==> src/rtl/ir_pkg.sv <==
// Shared definitions for the instruction-register / prefetch-queue slice.
// Holds the default instruction and opcode widths, the instruction word type
// and the opcode encoding shared by the decoder and verification code.
package ir_pkg;

  localparam int IR_WIDTH = 16;
  localparam int IR_OPW   = 4;

  typedef logic [IR_WIDTH-1:0] instr_t;

  // Opcode lives in the top IR_OPW bits of the instruction word.
  typedef enum logic [IR_OPW-1:0] {
    OP_NOP   = 4'h0,
    OP_LOAD  = 4'h1,
    OP_STORE = 4'h2,
    OP_ADD   = 4'h5,
    OP_SUB   = 4'h6,
    OP_JUMP  = 4'hA,
    OP_BRZ   = 4'hB,
    OP_CALL  = 4'hC,
    OP_HALT  = 4'hF
  } opcode_t;

endpackage : ir_pkg

==> src/rtl/ir_queue_mem.sv <==
// Purpose: DEPTH x WIDTH storage for the prefetch queue; sync write, async read.
// Latency: write visible on rdata the cycle after the edge; read is combinational.
// Backpressure: none here; the caller only asserts we when a slot is free.
// Ports: Clk clock; we/waddr/wdata write port; raddr/rdata read port.
// Storage is intentionally not reset: pointers and count define what is valid.
module ir_queue_mem
  import ir_pkg::*;
#(
  parameter int WIDTH = IR_WIDTH,
  parameter int DEPTH = 4,
  parameter int AW    = (DEPTH > 1) ? $clog2(DEPTH) : 1
) (
  input  logic             Clk,
  input  logic             we,
  input  logic [AW-1:0]    waddr,
  input  logic [WIDTH-1:0] wdata,
  input  logic [AW-1:0]    raddr,
  output logic [WIDTH-1:0] rdata
);

  logic [WIDTH-1:0] mem [DEPTH];

  always_ff @(posedge Clk) begin
    if (we) begin
      mem[waddr] <= wdata;
    end
  end

  assign rdata = mem[raddr];

endmodule : ir_queue_mem

==> src/rtl/ir_queue.sv <==
// Purpose: instruction register fed by a DEPTH-entry prefetch FIFO, with flush.
// Latency: a word pushed in cycle N reaches outData on an Id at cycle >= N+1;
//          an Id on an empty queue with wrEn bypasses inData straight to outData.
// Backpressure: full is advisory; a push while full and not popping is dropped.
// Ports: Clk, Reset (sync, active-high); inData/wrEn fetch side; Id/Flush
//        from the control FSM; outData/opcode/outValid current instruction;
//        full/empty/count queue occupancy (excluding outData).
module ir_queue
  import ir_pkg::*;
#(
  parameter int WIDTH = IR_WIDTH,
  parameter int DEPTH = 4,
  parameter int OPW   = IR_OPW
) (
  input  logic                       Clk,
  input  logic                       Reset,
  input  logic [WIDTH-1:0]           inData,
  input  logic                       wrEn,
  input  logic                       Id,
  input  logic                       Flush,
  output logic [WIDTH-1:0]           outData,
  output logic [OPW-1:0]             opcode,
  output logic                       outValid,
  output logic                       full,
  output logic                       empty,
  output logic [$clog2(DEPTH+1)-1:0] count
);

  localparam int AW = (DEPTH > 1) ? $clog2(DEPTH) : 1;
  localparam int CW = $clog2(DEPTH+1);

  logic [AW-1:0]    rptr;
  logic [AW-1:0]    wptr;
  logic [WIDTH-1:0] head;
  logic             pop_eff;
  logic             bypass;
  logic             push_eff;
  logic             mem_we;

  // Flags come only from the registered count, never from this cycle's inputs.
  assign full  = (count == CW'(DEPTH));
  assign empty = (count == '0);

  assign pop_eff  = Id && !empty;
  assign bypass   = Id && empty && wrEn;
  // A pop frees the head slot this same edge, so a full queue can still accept.
  assign push_eff = wrEn && (!full || pop_eff) && !bypass;
  // Reset and Flush discard anything arriving in the same cycle.
  assign mem_we   = push_eff && !Reset && !Flush;

  ir_queue_mem #(
    .WIDTH (WIDTH),
    .DEPTH (DEPTH),
    .AW    (AW)
  ) u_mem (
    .Clk   (Clk),
    .we    (mem_we),
    .waddr (wptr),
    .wdata (inData),
    .raddr (rptr),
    .rdata (head)
  );

  // Pointers and count.
  always_ff @(posedge Clk) begin
    if (Reset || Flush) begin
      rptr  <= '0;
      wptr  <= '0;
      count <= '0;
    end else begin
      if (push_eff) begin
        wptr <= (wptr == AW'(DEPTH-1)) ? '0 : wptr + AW'(1);
      end
      if (pop_eff) begin
        rptr <= (rptr == AW'(DEPTH-1)) ? '0 : rptr + AW'(1);
      end
      case ({push_eff, pop_eff})
        2'b10:   count <= count + CW'(1);
        2'b01:   count <= count - CW'(1);
        default: count <= count;
      endcase
    end
  end

  // Held instruction register. Flush invalidates but keeps the old word so
  // anything still looking at outData sees a stable value.
  always_ff @(posedge Clk) begin
    if (Reset) begin
      outData  <= '0;
      outValid <= 1'b0;
    end else if (Flush) begin
      outValid <= 1'b0;
    end else if (Id) begin
      if (pop_eff) begin
        outData  <= head;
        outValid <= 1'b1;
      end else if (wrEn) begin
        outData  <= inData;
        outValid <= 1'b1;
      end else begin
        outValid <= 1'b0;
      end
    end
  end

  assign opcode = outData[WIDTH-1 -: OPW];

endmodule : ir_queue

==> config.mk <==
export PLATFORM = sky130hd
export DESIGN_NAME = ir_queue
export DESIGN_NICKNAME = d
export VERILOG_FILES = /design/src/rtl/ir_pkg.sv /design/src/rtl/ir_queue_mem.sv /design/src/rtl/ir_queue.sv
export SDC_FILE = /design/constraint.sdc
export NUM_CORES = 1
export LEC_CHECK = 0
export BUFFER_PORTS_ARGS = -buffer_cell sky130_fd_sc_hd__clkbuf_2
export CAP_MARGIN = 15
export CORE_ASPECT_RATIO = 0.75
export CORE_MARGIN = 4
export CORE_UTILIZATION = 51
export CTS_CLUSTER_SIZE = 28
export DETAILED_ROUTE_END_ITERATION = 7
export GPL_TIMING_DRIVEN = 0
export PLACE_DENSITY = 0.74
export SLEW_MARGIN = 20
export SYNTH_ARGS = -nofsm -noshare
export SYNTH_HDL_FRONTEND = slang
export SYNTH_HIERARCHICAL = 1
export SYNTH_SLANG_ARGS = --single-unit
==> constraint.sdc <==
create_clock -name Clk -period 2.7 [get_ports Clk]
set_clock_uncertainty 0.2 [all_clocks]
set_input_delay 0.135 -clock Clk [delete_from_list [all_inputs] [get_ports Clk]]
set_output_delay 0.135 -clock Clk [all_outputs]
set_load 0.01 [all_outputs]
After elaboration in Yosys (flattened, before gate mapping)

Memories as Yosys holds them, arrays and structs flattened. A register that Yosys moved wholly into a read port is not among the register bits.
Index checks and enable logic that the tools add are counted.
W data, S select, Z words.

Output and inout bits: 26
Memories: 1
Bits of input ports: 21
Word-level logic and storage cells: 46
Register bits: 24
Bits in latches: 0
Bits in read-only memories: 0
Bits in writable memories: 64

Memories:

| memory    | depth | width | read ports | clocked after Yosys merged registers in | wr ports | RTL line           | source |
|---|---|---|---|---|---|---|---|
| u_mem.mem | 4     | 16    | 1          | 1                                       | 1        | ir_queue_mem.sv:21 | `logic [WIDTH-1:0] mem [DEPTH];` |

Add/subtract/negate cells: 4
Multiplexer cells: 11
Reductions and logical operators: 19
Multiply operators: 0
Equality and inequality tests: 5
Divide/modulo/power cells: 0
Bitwise logic cells: 1
Order comparisons: 0
Shift operators: 0

Operators by type and width:

| cell                  | count |
|---|---|
| $mux W16              | 2 |
| $mux W2               | 4 |
| $logic_and A1 B1 Y1   | 7 |
| $eq A2 B2 Y1 const B  | 3 |
| $pmux W3 S2           | 1 |
| $logic_not A1 Y1      | 5 |
| $add A2 B1 Y2 const B | 2 |
| $mux W1               | 4 |
| $reduce_bool A2 Y1    | 2 |
| $add A3 B1 Y3 const B | 1 |
| $eq A3 B3 Y1 const B  | 1 |
| $logic_not A3 Y1      | 1 |
| $reduce_and A3 Y1     | 1 |
| $sub A3 B1 Y3 const B | 1 |
| $eq A2 B1 Y1 const B  | 1 |
| $logic_or A1 B1 Y1    | 2 |
| $reduce_or A2 Y1      | 1 |
| $not A1 Y1            | 1 |

Longest topological paths before layout

Gate-level depths: netlist of the first run.

Depth after elaboration: 10
Gate-level depth with buffers: 10
Depth with buffers taken out: 8

Cells and area by module

Netlist of the first run, hierarchy kept.

By module, submodules not included:

| module       | cells an instance | seq. area each (sq um) | area each (sq um) | times used |
|---|---|---|---|---|
| ir_queue_mem | 88                | 1,921.8                | 2,377.3           | 1 |
| ir_queue     | 150               | 480.5                  | 1,301.2           | 1 |

Worst setup path after synthesis of the first run

Ideal clock, no wire load.

Path kind: reg2reg
From: reg count[2]
To: mem u_mem/mem[0][0] in the netlist's numbering (enable)
Buffers on the path: 0
Stages on the path, launching flop included: 5
Data required time: 2.087 ns
Setup slack: -0.124 ns
Setup time: 0.413 ns
Period minus slack after synthesis: 2.824 ns
Data arrival time: 2.211 ns
Path through: dfxtp_1 xnor2_1 o31ai_1 nor2_1 nor3b_1

Longest elaborated chain between the ends: 10
Elaborated cells between the ends (all ways): 15
Those cells by class: 1 x eq/ne; 2 x mux; 12 x reduce/logical

RTL lines:

| item                                  | RTL line           | source |
|---|---|---|
| start: declaration                    | ir_queue.sv:26     | `output logic [$clog2(DEPTH+1)-1:0] count` |
| start signal: assignment              | ir_queue.sv:78     | `2'b10: count <= count + CW'(1);` |
| start signal: assignment              | ir_queue.sv:79     | `2'b01: count <= count - CW'(1);` |
| start signal: assignment              | ir_queue.sv:80     | `default: count <= count;` |
| $logic_not A3 Y1                      | ir_queue.sv:42     | `assign empty = (count == '0);` |
| $logic_not A1 Y1                      | ir_queue.sv:44     | `assign pop_eff = Id && !empty;` |
| $logic_and A1 B1 Y1                   | ir_queue.sv:44     |  |
| $logic_or A1 B1 Y1                    | ir_queue.sv:47     | `assign push_eff = wrEn && (!full \|\| pop_eff) && !bypass;` |
| $logic_and A1 B1 Y1                   | ir_queue.sv:47     |  |
| $logic_and A1 B1 Y1 (*)               | ir_queue.sv:47     |  |
| $logic_and A1 B1 Y1 (*) (2 in series) | ir_queue.sv:49     | `assign mem_we = push_eff && !Reset && !Flush;` |
| named net mem_we                      | ir_queue.sv:38     | `logic mem_we;` |
| $mux W1 (*)                           | ir_queue_mem.sv:24 | `if (we) begin` |
| $mux W1 (implied by the code) (*)     | ir_queue_mem.sv:25 | `mem[waddr] <= wdata;` |
| end: declaration                      | ir_queue_mem.sv:21 |  |

The timed path passes the listed nets; every way through them passes the cells marked *.

Worst setup path after layout of the first run

From: in Flush
To: mem u_mem/mem[1][15] in the netlist's numbering (enable)

Longest elaborated chain between the ends: 4

RTL lines:

| item                          | RTL line           | source |
|---|---|---|
| start: declaration            | ir_queue.sv:20     | `input logic Flush,` |
| $logic_not A1 Y1              | ir_queue.sv:49     |  |
| $logic_and A1 B1 Y1           | ir_queue.sv:49     |  |
| named net mem_we              | ir_queue.sv:38     |  |
| $mux W1                       | ir_queue_mem.sv:24 |  |
| $mux W1 (implied by the code) | ir_queue_mem.sv:25 |  |

The timed path passes the listed nets, and every way through them passes these cells.

==> results.py, run 1 <==
metrics = {
    "routing": {
        "post_drt_wl_per_cell_um": 17.4,
        "drtIter0Drc": 116,
        "drcViolationCount": 0,
        "via_count": 2268,
        "dr.pass1.iters": 4,
        "drt-total-wl_um": 7270,
        "ant_nets": 0,
        "viasPerCell": 5.44,
    },
    "global_routing": {
        "grt-ovfl-total": 0,
        "antenna_found_initial": 0,
        "grt_pass1_wl_um": 12000,
        "grt_max_degree": 19,
        "grt_usage_pct": 18.4,
        "first_global_vias": 2278,
    },
    "logic_synthesis": {
        "synthAdderAreaFrac_pct": 1.56,
        "synth_xor_area_share_pct": 0.714,
        "syn_area_um2": 3680,
        "synth_nets": 263,
        "synth_compound_area_share_pct": 9.35,
        "ys_ff_latch": 88,
        "ys_types": 36,
        "muxShareOfSynthArea_pct": 11.0,
        "ys_warn_count": 6,
        "ys_seq_area_share_pct": 65.3,
        "avgSynthCellArea_um2": 15.5,
        "synthSimpleGateAreaFrac_pct": 7.24,
        "synth_top_family_by_area": "multiplexers",
        "syn_inst": 238,
    },
    "final_layout": {
        "layout_common_cells": "edfxtp_1 (64), clkbuf_2 (45), nand2_1 (36)",
        "fillers": 528,
        "diodes": 0,
        "final_nets": 339,
        "syn2layout_area_growth_pct": 20.7,
        "stdcell_count": 417,
        "layout-drive-gt1-share_pct": 31.7,
        "postLayoutCellArea_um2": 4440,
        "final_common_cell": "edfxtp_1",
    },
    "power": {
        "power.density_nw_per_um2": 557,
        "combPwrFrac_pct": 9.3,
        "p_leak_nw": 1.60,
        "sw_frac_of_total_pct": 22.9,
        "p_int_mw": 1.91,
        "netSwitchingPower_uw": 565,
        "seqPwrFrac_pct": 60.1,
        "ir_drop_mv": 0.378,
        "clockPowerShare_pct": 30.6,
    },
    "place": {
        "place_congestion": 0.784,
        "port_buffers": 45,
        "dp_cells": 381,
        "hpwlAfterDp_um": 4690,
        "postPlaceCellArea_um2": 4040,
        "place_ws_ns": -0.215,
    },
    "clock_tree": {
        "clock_latency_ns": 0.34,
        "path_clk_slew_ns": 0.08,
        "cts_sinks": 88,
        "cts_tree": "yes",
        "clock_path_buffers": 2,
        "htree_levels": 3,
        "cts_root_buf": "clkbuf_8",
        "numCtsBuffers": 9,
    },
    "floorplan": {
        "core-area_um2": 6900,
        "rows": 26,
        "die_h_um": 81.6,
        "die-area_um2": 8650,
        "io_pins": 47,
        "initial_utilization_pct": 53.3,
        "dieWidth_um": 106,
    },
    "timing": {
        "setup_ws_ns": 0.167,
        "slew_headroom_pct": 40.4,
        "tightest_slew_ns": 0.894,
        "layout_worst_path_cycle_share_pct": 93.8,
        "setup_violations": 0,
        "final-hold-violation-count": 0,
        "fmax_mhz": 395,
        "layout_min_cycle_time_ns": 2.53,
        "slew_viol_final": 0,
    },
    "critical_path": {
        "cp-startpoint": "Flush",
        "crit_end": "u_mem/mem[1][15]$_DFFE_PP_",
        "crit_path_start_kind": "input port",
        "r2r_slack_ns": 0.22,
        "worstPathArrival_ns": 2.30,
        "end_kind": "flip-flop",
        "cp_data_required_time_ns": 2.46,
        "worstPathMaxFanout": 16,
        "worstReg2RegStart": "count[2]$_SDFFE_PP0P_",
        "critPathKind": "input port to flip-flop",
        "r2r_cells": 8,
        "r2r-end": "count[2]$_SDFFE_PP0P_",
    },
    "run": {
        "drv_cap": 0,
    },
    "outcome": {
        "status": "finished clean",
    },
    "hold_path": {
        "min_path_type": "input port to flip-flop",
    },
}
[power by group through the flow]
stage	Sequential (mW)	Combinational, mW	Clock [mW]
6_report	1.48	0.231	0.756
4_1_cts	1.49	0.228	0.781
3_3_place_gp	1.52	0.200	0
2_1_floorplan	1.52	0.119	0
5_1_grt	1.49	0.254	0.835
3_5_place_dp	1.52	0.205	0
[repair_timing]
item,CTS,global route
hold buffers,20,0
setup endpoints to repair,2,35
resized for setup,1,4
buffers inserted,0,1
endpoints found under the hold margin,83,0
[worst min-delay path by stage]
stage | start | endpoint | cells after the start
after floorplan | inData[0] | u_mem/mem[0][0]$_DFFE_PP_ | 0
after global placement | inData[8] | u_mem/mem[2][8]$_DFFE_PP_ | 1
after detailed placement | inData[3] | u_mem/mem[3][3]$_DFFE_PP_ | 1
after CTS | Reset | outData[10]$_SDFFE_PP0P_ | 2
after global routing | Reset | outData[10]$_SDFFE_PP0P_ | 2
final | Reset | outData[10]$_SDFFE_PP0P_ | 2
[worst max-delay path, cell delays in order]
cell and delay (ns):
dlygate4sd3_1 0.53, clkbuf_2 0.12, or2_2 0.27, clkbuf_1 0.21
nor2_1 0.24, and3b_1 0.78
[cells by family (layout without fill, tap and decap cells)]
kind of cell	after synthesis	count (layout)
DFF	88	88
xor gates and xnor gates	3	3
buffers and inverters	26	107
adders and majority gates	4	4
AOI/OAI and AO/OA	42	42
muxes	18	18
and+or+nand+nor	57	57
[per-stage QoR]
stage | utilization [%] | setup TNS [ns] | hold slack [ns] | power [mW]
after global routing | 64.4 | -0.00105 | 0.0821 | 2.58
after CTS | 63.8 | 0 | 0.0100 | 2.49
after detailed placement | 58.5 | -0.355 | 0.173 | 1.72
after floorplan | - | 0 | 0.0339 | 1.64
after global placement | 58.5 | -2.94 | 0.172 | 1.72
final | 64.4 | 0 | 0.0406 | 2.47
[final cells by class]
| cell class | count | area, um^2 | share of cell area [%] |
|---|---|---|---|
| Sequential cell | 88 | 2400 | 54.1 |
| Buffer | 20 | 156 | 3.52 |
| Clock buffer | 10 | 128 | 2.87 |
| Tap cell | 98 | 123 | 2.76 |
| Multi-Input combinational cell | 124 | 1120 | 25.1 |
| Timing Repair Buffer | 66 | 445 | 10.0 |
| Inverter | 5 | 32.5 | 0.733 |
| Clock inverter | 6 | 36.3 | 0.817 |
[registers in the layout, indices dropped and copies added, names as in the netlist]
name and flops:
u_mem/mem 64, rptr 2, outValid 1, count 3, wptr 2, outData 16
[synthesized netlist by cell type]
library cell | count | area [um^2]
nor2b_1 | 1 | 6.26
o211a_1 | 1 | 10.0
xnor2_1 | 1 | 8.76
clkinv_1 | 1 | 3.75
mux4_1 | 6 | 158
or4_4 | 1 | 11.3
buf_12 | 2 | 40.0
a311oi_1 | 6 | 52.6
inv_1 | 4 | 15.0
buf_6 | 4 | 45.0
fa_1 | 1 | 20.0
nor3_1 | 1 | 5.00
a311oi_2 | 10 | 150
or4b_2 | 1 | 10.0
ha_1 | 3 | 37.5
o31ai_1 | 2 | 15.0
mux2i_1 | 2 | 20.0
mux4_2 | 10 | 225
nand2_1 | 36 | 135
o21ai_0 | 1 | 5.00
or2_2 | 1 | 6.26
clkbuf_1 | 8 | 30.0
and3_1 | 2 | 12.5
a31oi_1 | 1 | 6.26
and3b_1 | 2 | 17.5
dfxtp_1 | 24 | 480
xor2_1 | 2 | 17.5
or3_1 | 3 | 18.8
buf_2 | 3 | 15.0
a21oi_1 | 21 | 105
nor2_1 | 6 | 22.5
edfxtp_1 | 64 | 1920
buf_4 | 4 | 30.0
nor3b_1 | 1 | 7.51
and2_4 | 1 | 8.76
nand3_1 | 1 | 5.00
[metal layers]
layer  vias up  routed length [um]  global-route usage [%]
met2        83                3540                    31.4
li1       1076                   -                       -
met3         4                 507                    4.87
met1      1105                3190                    24.4
met5         -                   0                       0
met4         0                  31                    3.88
(Power assumes the default switching activity.)
==> inputs of run 2 (changes only) <==
--- a/config.mk
+++ b/config.mk
@@ -9,11 +9,12 @@
 export CAP_MARGIN = 15
 export CORE_ASPECT_RATIO = 0.75
 export CORE_MARGIN = 4
-export CORE_UTILIZATION = 51
+export CORE_UTILIZATION = 54
+export CTS_BUF_LIST = sky130_fd_sc_hd__clkbuf_8
 export CTS_CLUSTER_SIZE = 28
 export DETAILED_ROUTE_END_ITERATION = 7
 export GPL_TIMING_DRIVEN = 0
-export PLACE_DENSITY = 0.74
+export PLACE_DENSITY = 0.78
 export SLEW_MARGIN = 20
 export SYNTH_ARGS = -nofsm -noshare
 export SYNTH_HDL_FRONTEND = slang
==> run 2 against run 1 <==
Clock power grew 39%. Clock-buffer cell count shrank 1. First-iteration DRC count grew 27%. Cell area grew 1.2%. Fmax shrank 1.7%. Non-clock buffer count is the same. Wire length grew 4.4%. Hold slack gained 0.012 ns. Critical path depth is the same. Critical endpoint is now u_mem/mem[2][3]$_DFFE_PP_. Largest power group unchanged.
==> results.py, run 2 (synthesis results as in run 1) <==
metrics = {
    "routing": {
        "dr.pass1.iters": 4,
        "drtIter0Drc": 147,
        "post_drt_wl_per_cell_um": 19.0,
        "ant_nets": 0,
        "viasPerCell": 5.72,
        "via_count": 2289,
        "drcViolationCount": 0,
        "drt-total-wl_um": 7580,
    },
    "critical_path": {
        "r2r_cells": 8,
        "r2r_slack_ns": 0.17,
        "path_buf_inv": 3,
        "worstReg2RegStart": "count[2]$_SDFFE_PP0P_",
        "worstPathArrival_ns": 2.35,
        "worstPathMaxFanout": 16,
        "critical_path.slowest_cell": "and3b_1",
        "r2r-end": "count[2]$_SDFFE_PP0P_",
        "cp_data_required_time_ns": 2.47,
        "critPathKind": "input port to flip-flop",
        "cpPeakStageDelay_ns": 0.83,
        "crit_path_start_kind": "input port",
        "cp_cell_sequence": "dlygate4sd3_1 > clkbuf_2 > or2_2 > clkbuf_1 > nor2_1 > and3b_1",
        "crit_cells": 6,
        "crit_family": "simple AND/OR/NAND/NOR gates",
        "end_kind": "flip-flop",
    },
    "floorplan": {
        "initial_utilization_pct": 57.1,
        "rows": 25,
        "core-area_um2": 6440,
        "io_pins": 47,
        "dieWidth_um": 103,
        "die-area_um2": 8210,
        "die_h_um": 79.5,
    },
    "clock_tree": {
        "numCtsBuffers": 9,
        "cts_sinks": 88,
        "htree_levels": 3,
        "clock_path_buffers": 2,
        "clock_latency_ns": 0.35,
        "cts_tree": "yes",
        "path_clk_slew_ns": 0.08,
        "cts_root_buf": "clkbuf_8",
    },
    "run": {
        "drv_cap": 0,
    },
    "final_layout": {
        "top_register": "u_mem/mem",
        "diodes": 0,
        "final_common_cell": "edfxtp_1",
        "syn2layout_area_growth_pct": 22.1,
        "largestRegisters": "u_mem/mem: 64 flops, outData: 16 flops, count: 3 flops",
        "postLayoutCellArea_um2": 4490,
        "fin_util_pct": 69.7,
        "final_nets": 339,
        "largest_reg_flops": 64,
        "layout-drive-gt1-share_pct": 31.7,
        "layout_common_cells": "edfxtp_1 (64), clkbuf_2 (45), nand2_1 (36)",
        "fillers": 444,
    },
    "global_routing": {
        "antenna_found_initial": 0,
        "first_global_vias": 2311,
        "grt-ovfl-total": 0,
        "grt_usage_pct": 20.5,
        "grt_max_degree": 19,
        "grt_pass1_wl_um": 12100,
    },
    "timing": {
        "holdWs_ns": 0.0528,
        "slew_viol_final": 0,
        "layout_min_cycle_time_ns": 2.58,
        "final-hold-violation-count": 0,
        "slew_headroom_pct": 36.1,
        "fmax_mhz": 388,
        "tightest_slew_ns": 0.959,
        "setup_violations": 0,
        "layout_worst_path_cycle_share_pct": 95.4,
        "rsz0062_at_grt": "no",
    },
    "place": {
        "place_congestion": 0.720,
        "hpwlAfterDp_um": 4760,
        "port_buffers": 45,
        "postPlaceCellArea_um2": 4020,
    },
    "power": {
        "combPwrFrac_pct": 8.5,
        "sw_frac_of_total_pct": 20.9,
        "p_int_mw": 2.19,
        "p_leak_nw": 1.64,
        "netSwitchingPower_uw": 579,
        "power.density_nw_per_um2": 616,
        "seqPwrFrac_pct": 53.7,
        "ir_drop_mv": 0.406,
        "clockPowerShare_pct": 37.9,
    },
    "hold_path": {
        "hold_end": "outData[5]$_SDFFE_PP0P_",
        "whs_path_depth": 2,
        "min_path_type": "input port to flip-flop",
        "min_from": "Reset",
    },
    "outcome": {
        "status": "finished clean",
    },
}
-- run 2: cell types whose count changed in the layout (fill, tap and decap cells not counted), sizes merged --
| cell | change |
|---|---|
| inv | +3 |
| bufinv | +3 |
| clkbuf | -1 |
| clkinv | -4 |
| clkinvlp | -1 |
-- run 2: final cells by class --
type / count / area [um^2] / share of cell area (%)
multi-input combinational: 124 / 1110 / 24.8
tap: 81 / 101 / 2.26
buffer: 20 / 156 / 3.48
clock inverter: 7 / 114 / 2.54
clock buffer: 9 / 124 / 2.76
timing repair buffer: 66 / 445 / 9.92
sequential: 88 / 2400 / 53.5
inverter: 5 / 32.5 / 0.724
-- run 2: metrics by stage --
stage                     TNS (ns)  setup slack, ns  power (mW)  std cells
after floorplan                  0            0.218        1.64        238
after global placement       -3.30           -0.198        1.71        364
after detailed placement    -0.181           -0.162        1.72        364
after CTS                        0           0.0595        2.78        399
after global routing             0          0.00311        2.87        400
final                            0            0.124        2.77        400
-- run 2: how the worst max path moves through the flow --
stage                                end             startpoint
2_1_floorplan      count[2]$_SDFFE_PP0P_  count[0]$_SDFFE_PP0P_
3_3_place_gp   u_mem/mem[0][2]$_DFFE_PP_                  Reset
3_5_place_dp       count[2]$_SDFFE_PP0P_  count[2]$_SDFFE_PP0P_
4_1_cts            count[2]$_SDFFE_PP0P_  count[2]$_SDFFE_PP0P_
5_1_grt        u_mem/mem[1][3]$_DFFE_PP_                  Flush
6_report       u_mem/mem[2][3]$_DFFE_PP_                  Flush
-- run 2: power groups by stage --
stage	combinational [mW]	sequential (mW)	clock [mW]
after floorplan	0.119	1.52	0
after global routing	0.257	1.49	1.12
after global placement	0.199	1.51	0
after detailed placement	0.207	1.52	0
final	0.235	1.49	1.05
after CTS	0.231	1.49	1.07
-- run 2: metal layers --
layer  GRT usage, %  vias up  routed length, um
met5              0        -                  0
li1               -     1063                  -
met1           27.2     1145               3160
met4           5.69        0                 47
met2           33.5       75               3870
met3           5.50        6                515
-- run 2: repair_timing --
item	in CTS	in global routing
hold endpoints to repair	83	0
setup endpoints to repair	2	24
buffers inserted	0	1
hold buffers	20	0
resized for setup	1	3
==> inputs of run 3 (changes only) <==
--- a/config.mk
+++ b/config.mk
@@ -15,6 +15,7 @@
 export DETAILED_ROUTE_END_ITERATION = 7
 export GPL_TIMING_DRIVEN = 0
 export PLACE_DENSITY = 0.78
+export RECOVER_POWER = 25
 export SLEW_MARGIN = 20
 export SYNTH_ARGS = -nofsm -noshare
 export SYNTH_HDL_FRONTEND = slang
==> run 3 against run 2 <==
Core utilization decreased by 0.21 points. Critical path depth unchanged. Global-route usage unchanged. Highest routed layer unchanged. Via count decreased by 0.44%. Total power increased by 0.18%. Fmax increased by 0.94%. Sequential share of layout area increased by 0.16 points. Hold slack got worse by 0.016 ns. Final cell count unchanged. Non-clock buffer count unchanged.
==> results.py, run 3 (synthesis results as in run 1) <==
metrics = {
    "place": {
        "hpwlAfterDp_um": 4760,
        "port_buffers": 45,
        "place_congestion": 0.720,
        "dp_cells": 364,
        "postPlaceCellArea_um2": 4020,
    },
    "global_routing": {
        "first_global_vias": 2311,
        "grt_usage_pct": 20.5,
        "grt_max_degree": 19,
        "grt-ovfl-total": 0,
        "grt_pass1_wl_um": 12100,
        "antenna_found_initial": 0,
    },
    "critical_path": {
        "worstPathMaxFanout": 16,
        "worstReg2RegStart": "count[2]$_SDFFE_PP0P_",
        "r2r-end": "count[2]$_SDFFE_PP0P_",
        "crit_path_start_kind": "input port",
        "critical_path.slowest_cell": "and3b_1",
        "worstPathArrival_ns": 2.34,
        "critPathKind": "input port to flip-flop",
        "crit_end": "u_mem/mem[2][12]$_DFFE_PP_",
        "end_kind": "flip-flop",
        "crit_cells": 6,
        "cp-startpoint": "Flush",
        "crit_family": "simple AND/OR/NAND/NOR gates",
        "path_buf_inv": 3,
        "r2r_slack_ns": 0.17,
        "cpPeakStageDelay_ns": 0.82,
        "r2r_cells": 8,
        "cp_cell_sequence": "dlygate4sd3_1 > clkbuf_2 > or2_2 > clkbuf_1 > nor2_1 > and3b_1",
        "cp_data_required_time_ns": 2.48,
    },
    "timing": {
        "setup_tns_ns": 0,
        "layout_min_cycle_time_ns": 2.55,
        "final-hold-violation-count": 0,
        "fmax_mhz": 392,
        "holdWs_ns": 0.0365,
        "slew_viol_final": 0,
        "rsz0062_at_grt": "no",
        "slew_headroom_pct": 37.4,
        "tightest_slew_ns": 0.939,
        "setup_violations": 0,
        "layout_worst_path_cycle_share_pct": 94.5,
    },
    "hold_path": {
        "min_path_type": "input port to flip-flop",
    },
    "routing": {
        "drcViolationCount": 0,
        "post_drt_wl_per_cell_um": 19.1,
        "drt-total-wl_um": 7630,
        "drtIter0Drc": 128,
        "dr.pass1.iters": 4,
        "via_count": 2279,
        "viasPerCell": 5.70,
        "ant_nets": 0,
    },
    "final_layout": {
        "largest_reg_flops": 64,
        "top_register": "u_mem/mem",
        "syn2layout_area_growth_pct": 21.7,
        "final_common_cell": "edfxtp_1",
        "final_nets": 339,
        "stdcell_count": 400,
        "postLayoutCellArea_um2": 4480,
        "fillers": 448,
        "layout_common_cells": "edfxtp_1 (64), nand2_1 (36), clkbuf_2 (34)",
        "layout-drive-gt1-share_pct": 28.2,
        "largestRegisters": "u_mem/mem: 64 flops, outData: 16 flops, count: 3 flops",
        "diodes": 0,
    },
    "floorplan": {
        "die-area_um2": 8210,
        "die_h_um": 79.5,
        "io_pins": 47,
        "initial_utilization_pct": 57.1,
        "rows": 25,
        "dieWidth_um": 103,
        "core-area_um2": 6440,
    },
    "power": {
        "clockPowerShare_pct": 38.1,
        "total_power_mw": 2.77,
        "seqPwrFrac_pct": 53.6,
        "combPwrFrac_pct": 8.4,
        "ir_drop_mv": 0.406,
        "sw_frac_of_total_pct": 21.1,
        "p_int_mw": 2.19,
        "power.density_nw_per_um2": 619,
        "netSwitchingPower_uw": 586,
        "p_leak_nw": 1.61,
    },
    "outcome": {
        "status": "finished clean",
    },
    "clock_tree": {
        "cts_root_buf": "clkbuf_8",
        "htree_levels": 3,
        "numCtsBuffers": 9,
        "path_clk_slew_ns": 0.08,
        "cts_tree": "yes",
        "clock_latency_ns": 0.36,
        "clock_path_buffers": 2,
        "cts_sinks": 88,
    },
    "run": {
        "drv_cap": 0,
    },
}
## run 3: cell count changes in the layout (fill, tap and decap cells not counted)
cell | before | now
clkbuf_1 | 7 | 18
clkbuf_2 | 45 | 34
## run 3: area by class of cell
class                   instances  area [um^2]  share of cell area (%)
repair buffers                 66          432                    9.64
flip-flops and latches         88         2400                    53.7
clock inverters                 7          114                    2.54
clock buffers                   9          124                    2.77
well taps                      81          101                    2.26
inverters                       5         32.5                   0.727
plain buffers                  20          156                    3.49
multi-input cells             124         1110                    24.9
## run 3: layer usage
metal,GRT usage (%),vias up,wire length (um)
li1,-,1064,-
met1,27.2,1151,3290
met2,33.5,57,3880
met3,5.50,7,384
met4,5.69,0,79
met5,0,-,0
## run 3: how the worst min path moves through the flow
stage / startpoint / endpoint / slack, ns / depth (start not counted)
2_1_floorplan: inData[0] / u_mem/mem[0][0]$_DFFE_PP_ / 0.03 / 0
3_3_place_gp: inData[5] / u_mem/mem[0][5]$_DFFE_PP_ / 0.18 / 1
3_5_place_dp: inData[1] / u_mem/mem[1][1]$_DFFE_PP_ / 0.18 / 1
4_1_cts: Reset / outData[5]$_SDFFE_PP0P_ / 0.04 / 2
5_1_grt: Reset / outData[10]$_SDFFE_PP0P_ / 0.06 / 2
6_report: Reset / outData[5]$_SDFFE_PP0P_ / 0.04 / 2
## run 3: per-stage QoR
stage               util (%)  setup slack [ns]
floorplan                  -             0.218
CTS                     69.1            0.0595
detailed placement      62.3            -0.162
global route            69.5           0.00311
global placement        62.2            -0.198
finish                  69.5             0.148
## run 3: worst register-to-register path: cells and delay by family (launching register included)
family | cells | cell delay [ns]
DFF | 1 | 0.49
adders and majority gates | 2 | 0.61
AOI/OAI and AO/OA | 2 | 0.46
and+or+nand+nor | 1 | 0.31
xor gates and xnor gates | 2 | 0.33
buffers and inverters | 1 | 0.06
## run 3: repair_timing
action,CTS,global route
buffers inserted,0,1
hold buffers,20,0
setup endpoints to repair,2,24
gates resized for setup,1,3
endpoints found under the hold margin,83,0
## run 3: power groups by stage
stage               clock network (mW)  registers (mW)  logic (mW)
floorplan                            0            1.52       0.119
global placement                     0            1.51       0.199
detailed placement                   0            1.52       0.207
CTS                               1.07            1.49       0.231
global route                      1.12            1.49       0.255
finish                            1.06            1.49       0.232
